**src/rtl/iob_fifo_sync_ctrl_pkg.sv**
```systemverilog
// Shared types for the synchronous FIFO controller.
// Classifies each cycle by which of push/pop was accepted.
package iob_fifo_sync_ctrl_pkg;

    typedef enum logic [1:0] {
        OP_NONE = 2'b00,
        OP_PUSH = 2'b01,
        OP_POP  = 2'b10,
        OP_BOTH = 2'b11
    } fifo_op_e;

    function automatic fifo_op_e fifo_op(input logic push, input logic pop);
        return fifo_op_e'({pop, push});
    endfunction

endpackage

```
**src/rtl/iob_fifo_ptr.sv**
```systemverilog
// Wrapping pointer counter with enable, sync clear and async reset.
module iob_fifo_ptr #(
    parameter int W = 4
) (
    input  logic         clk_i,
    input  logic         arst_n_i,
    input  logic         clr_i,
    input  logic         en_i,
    output logic [W-1:0] ptr_o
);

    logic [W-1:0] ptr_q;
    logic [W-1:0] ptr_d;

    always_comb begin
        ptr_d = ptr_q;
        if (clr_i) begin
            ptr_d = '0;
        end else if (en_i) begin
            ptr_d = ptr_q + W'(1);
        end
    end

    always_ff @(posedge clk_i or negedge arst_n_i) begin
        if (!arst_n_i) begin
            ptr_q <= '0;
        end else begin
            ptr_q <= ptr_d;
        end
    end

    assign ptr_o = ptr_q;

endmodule

```
**src/rtl/iob_fifo_sync_ctrl.sv**
```systemverilog
// Single-clock FIFO controller driving an external two-port RAM.
// Owns pointers, occupancy and flags; data lives in the RAM.
module iob_fifo_sync_ctrl
    import iob_fifo_sync_ctrl_pkg::*;
#(
    parameter int DATA_W = 8,
    parameter int ADDR_W = 4
) (
    input  logic              clk_i,
    input  logic              arst_n_i,
    input  logic              rst_i,
    input  logic              w_en_i,
    input  logic [DATA_W-1:0] w_data_i,
    output logic              w_full_o,
    input  logic              r_en_i,
    output logic [DATA_W-1:0] r_data_o,
    output logic              r_valid_o,
    output logic              r_empty_o,
    output logic [ADDR_W:0]   level_o,
    output logic              ext_mem_clk_o,
    output logic              ext_mem_w_en_o,
    output logic [ADDR_W-1:0] ext_mem_w_addr_o,
    output logic [DATA_W-1:0] ext_mem_w_data_o,
    output logic              ext_mem_r_en_o,
    output logic [ADDR_W-1:0] ext_mem_r_addr_o,
    input  logic [DATA_W-1:0] ext_mem_r_data_i
);

    localparam int LW = ADDR_W + 1;
    localparam logic [LW-1:0] DEPTH = LW'(2 ** ADDR_W);

    logic [LW-1:0]     level_q;
    logic [LW-1:0]     level_d;
    logic              r_valid_q;
    logic              push;
    logic              pop;
    logic [ADDR_W-1:0] w_ptr;
    logic [ADDR_W-1:0] r_ptr;
    fifo_op_e          op;

    assign w_full_o  = (level_q == DEPTH);
    assign r_empty_o = (level_q == '0);

    // A sync clear or an active async reset blocks any RAM access.
    assign push = w_en_i & ~w_full_o & ~rst_i & arst_n_i;
    assign pop  = r_en_i & ~r_empty_o & ~rst_i & arst_n_i;
    assign op   = fifo_op(push, pop);

    always_comb begin
        level_d = level_q;
        unique case (op)
            OP_PUSH: level_d = level_q + LW'(1);
            OP_POP:  level_d = level_q - LW'(1);
            default: level_d = level_q;
        endcase
    end

    always_ff @(posedge clk_i or negedge arst_n_i) begin
        if (!arst_n_i) begin
            level_q   <= '0;
            r_valid_q <= 1'b0;
        end else if (rst_i) begin
            level_q   <= '0;
            r_valid_q <= 1'b0;
        end else begin
            level_q   <= level_d;
            r_valid_q <= pop;
        end
    end

    iob_fifo_ptr #(.W(ADDR_W)) u_w_ptr (
        .clk_i   (clk_i),
        .arst_n_i(arst_n_i),
        .clr_i   (rst_i),
        .en_i    (push),
        .ptr_o   (w_ptr)
    );

    iob_fifo_ptr #(.W(ADDR_W)) u_r_ptr (
        .clk_i   (clk_i),
        .arst_n_i(arst_n_i),
        .clr_i   (rst_i),
        .en_i    (pop),
        .ptr_o   (r_ptr)
    );

    assign level_o          = level_q;
    assign r_valid_o        = r_valid_q;
    assign r_data_o         = ext_mem_r_data_i;
    assign ext_mem_clk_o    = clk_i;
    assign ext_mem_w_en_o   = push;
    assign ext_mem_w_addr_o = w_ptr;
    assign ext_mem_w_data_o = w_data_i;
    assign ext_mem_r_en_o   = pop;
    assign ext_mem_r_addr_o = r_ptr;

endmodule
```
**config.mk**
```make
export PLATFORM = sky130hd
export DESIGN_NAME = iob_fifo_sync_ctrl
export DESIGN_NICKNAME = d
export VERILOG_FILES = /design/src/rtl/iob_fifo_sync_ctrl_pkg.sv /design/src/rtl/iob_fifo_ptr.sv /design/src/rtl/iob_fifo_sync_ctrl.sv
export SDC_FILE = /design/constraint.sdc
export NUM_CORES = 1
export LEC_CHECK = 0
export ABC_AREA = 1
export BUFFER_PORTS_ARGS = -buffer_cell sky130_fd_sc_hd__buf_4
export CORE_MARGIN = 2
export CORE_UTILIZATION = 25
export DETAILED_ROUTE_END_ITERATION = 10
export SLEW_MARGIN = 20
export SYNTH_ARGS = -nofsm -noshare
export SYNTH_HDL_FRONTEND = slang
export SYNTH_SLANG_ARGS = --single-unit
```
**constraint.sdc**
```tcl
create_clock -name clk_i -period 2.36 [get_ports clk_i]
set_input_delay 0.354 -clock clk_i [delete_from_list [all_inputs] [get_ports clk_i]]
set_output_delay 0.354 -clock clk_i [all_outputs]
set_load 0.05 [all_outputs]
```
### Yosys cells after proc, flatten, opt, wreduce, memory -nomap -nowiden

Cells that the tools add are included.

| cells by class | value |
|---|---|
| add/sub/neg operators | 4 |
| eq/ne operators | 3 |
| order comparisons | 0 |
| shift-type cells | 0 |
| bitwise logic cells | 9 |
| multiplexer cells | 7 |
| divide/modulo/power cells | 0 |
| $mul | 0 |
| reductions and logical operators | 4 |

Operators with widths:

| kind | count |
|---|---|
| two-way mux 4 bit | 4 |
| case mux 5 bit (2 select lines) | 1 |
| adder 4 x 1 -> 4 bit, second input constant | 2 |
| bitwise AND 1 bit | 6 |
| adder 5 x 1 -> 5 bit, second input constant | 1 |
| == test 5 bit, second input constant | 1 |
| logical NOT 5 bit | 1 |
| two-way mux 5 bit | 1 |
| subtractor 5 x 1 -> 5 bit, second input constant | 1 |
| nonzero test 2 bit | 2 |
| NOT 1 bit | 3 |
| nonzero test 3 bit | 1 |
| == test 2 x 1 -> 1 bit, second input constant | 1 |
| == test 2 bit, second input constant | 1 |
| two-way mux 1 bit | 1 |

| word-level totals | value |
|---|---|
| output and inout bits | 35 |
| bits in latches | 0 |
| memory bits (writable) | 0 |
| memory bits (read-only) | 0 |
| memories kept | 0 |
| flip-flop bits (word level) | 14 |

### Logic depth before layout (Yosys ltp)

| depth | value |
|---|---|
| depth in word-level cells | 8 |
| depth in mapped cells | 16 |
| mapped depth without buffers | 16 |

### Hierarchy

From an unflattened synthesis, not the netlist that was laid out.

| second synthesis, totals | value |
|---|---|
| cells, all modules | 131 |
| area total of the unflattened synthesis | 1,013.5 µm² |

Modules (own cells, without submodules):

| module | area each (µm²) | instances | cells an instance |
|---|---|---|---|
| iob_fifo_sync_ctrl | 610.6 | 1 | 83 |
| iob_fifo_ptr | 201.4 | 2 | 24 |

==> flow_summary_export.csv <==
group,metric,value,unit
timing,slew_headroom,0.8711,
yosys,yosys_warnings,0,
floorplanning,fp.dieH,67.36,microns
yosys,synthAdderAreaFrac,0.08229,
critical_path,cp_data_arrival_time,2.41,ns
timing,fmax,0.4628,GHz
placement,dpl_worst_slack,0.1611,ns
pwr,p_per_area,1261,nW/um^2
floorplanning,dieWidth,67.36,microns
pwr,power.internal,0.8194,mW
timing,post-route-period-util,0.9157,
yosys,synthXorXnorAreaFrac,0.01746,
timing,period_needed,2.161,ns
final_layout,final_cell_area,1266,sq um
pwr,swShare,0.4866,
cts,cts_tree,"built",
timing,setup_violations,0,
grt,antenna_found_initial,0,
grt,track_usage,0.1076,
grt,grt_pass1_vias,735,
timing,finalSetupTns,0,ns
yosys,synth.avg_cell_area,8.092,sq um
pwr,pwr-share-comb,0.480,
worst_hold_path,min_path_cells,4,
yosys,syn_area,1003,sq um
grt,grt_max_degree,10,
floorplanning,rows,23,
yosys,yosys.area_share.simple,0.2668,
cts,clkLatencyLatePin,0.36,ns
run,drv_cap,0,
critical_path,cp-start-kind,"primary input",
pwr,power.leakage,0.6931,nW
final_layout,nets,170,
critical_path,critical_path_peak_fanout,9,
yosys,synth_cell_types,21,
yosys,synth-seq-area-share,0.3491,
route,drc,0,
timing,finClkSkew,0.002372,ns
critical_path,critPathRequiredTime,2.61,ns
pwr,irDropWorstVdd,0.7960,mV
yosys,synth_top_family_by_area,"simple AND/OR/NAND/NOR gates",
final_layout,final_common_cell,"buf_4",
pwr,finalPower,1.596,mW
yosys,synth_compound_area_frac,0.07980,
route,detailroute.via_count,809,
route,drt-total-wl,2094,microns
yosys,ys_ff_latch,14,
final_layout,finalCoreUtilization,0.3212,
final_layout,final_cell_mix,"buf_4 (26), nand2_1 (19), inv_1 (16)",
cts,path_clk_slew,0.06,ns
placement,io_buffers,23,
placement,placed_cell_area,1147,sq um
yosys,synthCells,124,
timing,tightest_slew,0.1927,ns
floorplanning,coreArea,3943,sq um
route,drt_pass1_iterations,4,
final_layout,synthToLayoutAreaGrowth,26.18,%
worst_hold_path,hold_path_class,"primary input to flop",
critical_path,r2r_cells,14,
timing,timing.final.ws_setup,0.1990,ns
timing,maxSlewViolCount,0,
placement,place_congestion,0.7319,
timing,rsz0062_at_grt,"false",
pwr,power.switching,0.7768,mW
yosys,synth_mux_area_frac,0,
grt,grt_pass1_wl,3436,microns
final_layout,n_antenna_cell,0,
route,drt_iter0_drc,39,
route,wl_per_cell,10.91,microns
floorplanning,ios,56,
yosys,synth_nets,151,
status,status,"complete, no violations",
placement,dpl.hpwl,1628,microns
route,ant_nets,0,
timing,final_hold_viol_count,0,
final_layout,drive_gt1_frac,0.3873,
critical_path,crit_path_end_kind,"flop",
grt,grt-ovfl-total,0,
critical_path,criticalPathCategory,"primary input to flop",
floorplanning,initial_utilization,0.2545,
pwr,pwr-share-seq,0.230,
pwr,clockPowerShare,0.291,
floorplanning,dieArea,4537,sq um
route,vias_per_cell,4.214,
per-layer routing:
layer / wire, microns / vias up / track usage
met3: 134 / 6 / 0.03333
met5: 0 / - / 0
li1: - / 411 / -
met1: 975 / 368 / 0.1357
met2: 930 / 24 / 0.1498
met4: 53 / 0 / 0.08673
logic make-up after synthesis:
group / Yosys count
buffers and inverters: 37
and+or+nand+nor: 52
AOI/OAI and AO/OA: 13
DFF: 14
adders and majority gates: 6
xor gates and xnor gates: 2
layout make-up:
cell class,instances,area (sq um)
tap,50,62.56
fill,409,2676
sequential,14,356.6
multi-input combinational,73,456.7
timing repair buffer,27,209.0
inverter,20,77.57
clock buffer,8,103.9
critical path, cell delays in order:
cell and delay [ns]:
dlygate4sd3_1 0.54, buf_6 0.15, nand2_2 0.08, nor2_4 0.10
nand2_4 0.08, inv_2 0.11, nor2_4 0.06, ha_1 0.35
nand3_1 0.11, nand2_1 0.08, nand2_1 0.05, nand2_1 0.07
inv_1 0.04, nor2_1 0.09, nor2_1 0.05, nand2_1 0.05
nand2_1 0.04
flip-flops by register name (all words and copies together) (netlist names):
signal         flops
u_w_ptr.ptr_o      4
r_valid_o          1
level_o            5
u_r_ptr.ptr_o      4
synth_stat cells, drive strengths merged:
cell type  instances  area share
a21oi              6       0.041
nor3               1      0.0050
nor2              12       0.055
inv               20       0.077
nand3             15       0.090
nand2             24        0.12
buf               17        0.13
a22o               1      0.0087
ha                 5       0.062
dfrtp             14        0.35
fa                 1       0.020
xnor2              2       0.017
o21ai              6       0.030
repair_timing:
| action | CTS | global route |
|---|---|---|
| resized for setup | 0 | 3 |
| hold buffers | 1 | 0 |
| buffers inserted | 0 | 0 |
| setup endpoints to repair | 0 | 1 |
| hold endpoints to repair | 6 | 0 |
final timing paths:
check / to / from / slack (ns)
setup / recovery: level_o[4] / arst_n_i / 0.20
hold / removal: level_o[0] / rst_i / 0.28
setup reg to reg: level_o[4] / level_o[0] / 0.25
hold reg to reg: u_w_ptr.ptr_o[3] / u_w_ptr.ptr_o[3] / 0.47
max in group asynchronous: level_o[3] / arst_n_i / 1.69
min in group asynchronous: level_o[1] / arst_n_i / 0.35
stage by stage:
stage	cells	hold WS, ns
global placement	184	0.1860
floorplan	124	0.05841
global route	192	0.2851
CTS	192	0.2806
detailed placement	184	0.1838
finish	192	0.2817
power by group through the flow:
stage	Sequential (mW)	Clock [mW]	Combinational, mW
floorplan	0.546	0.0914	0.430
global placement	0.369	0.0914	0.767
detailed placement	0.371	0.0914	0.766
CTS	0.367	0.478	0.769
global route	0.377	0.504	0.826
finish	0.367	0.464	0.766
Power figures use the tool's default switching activity.
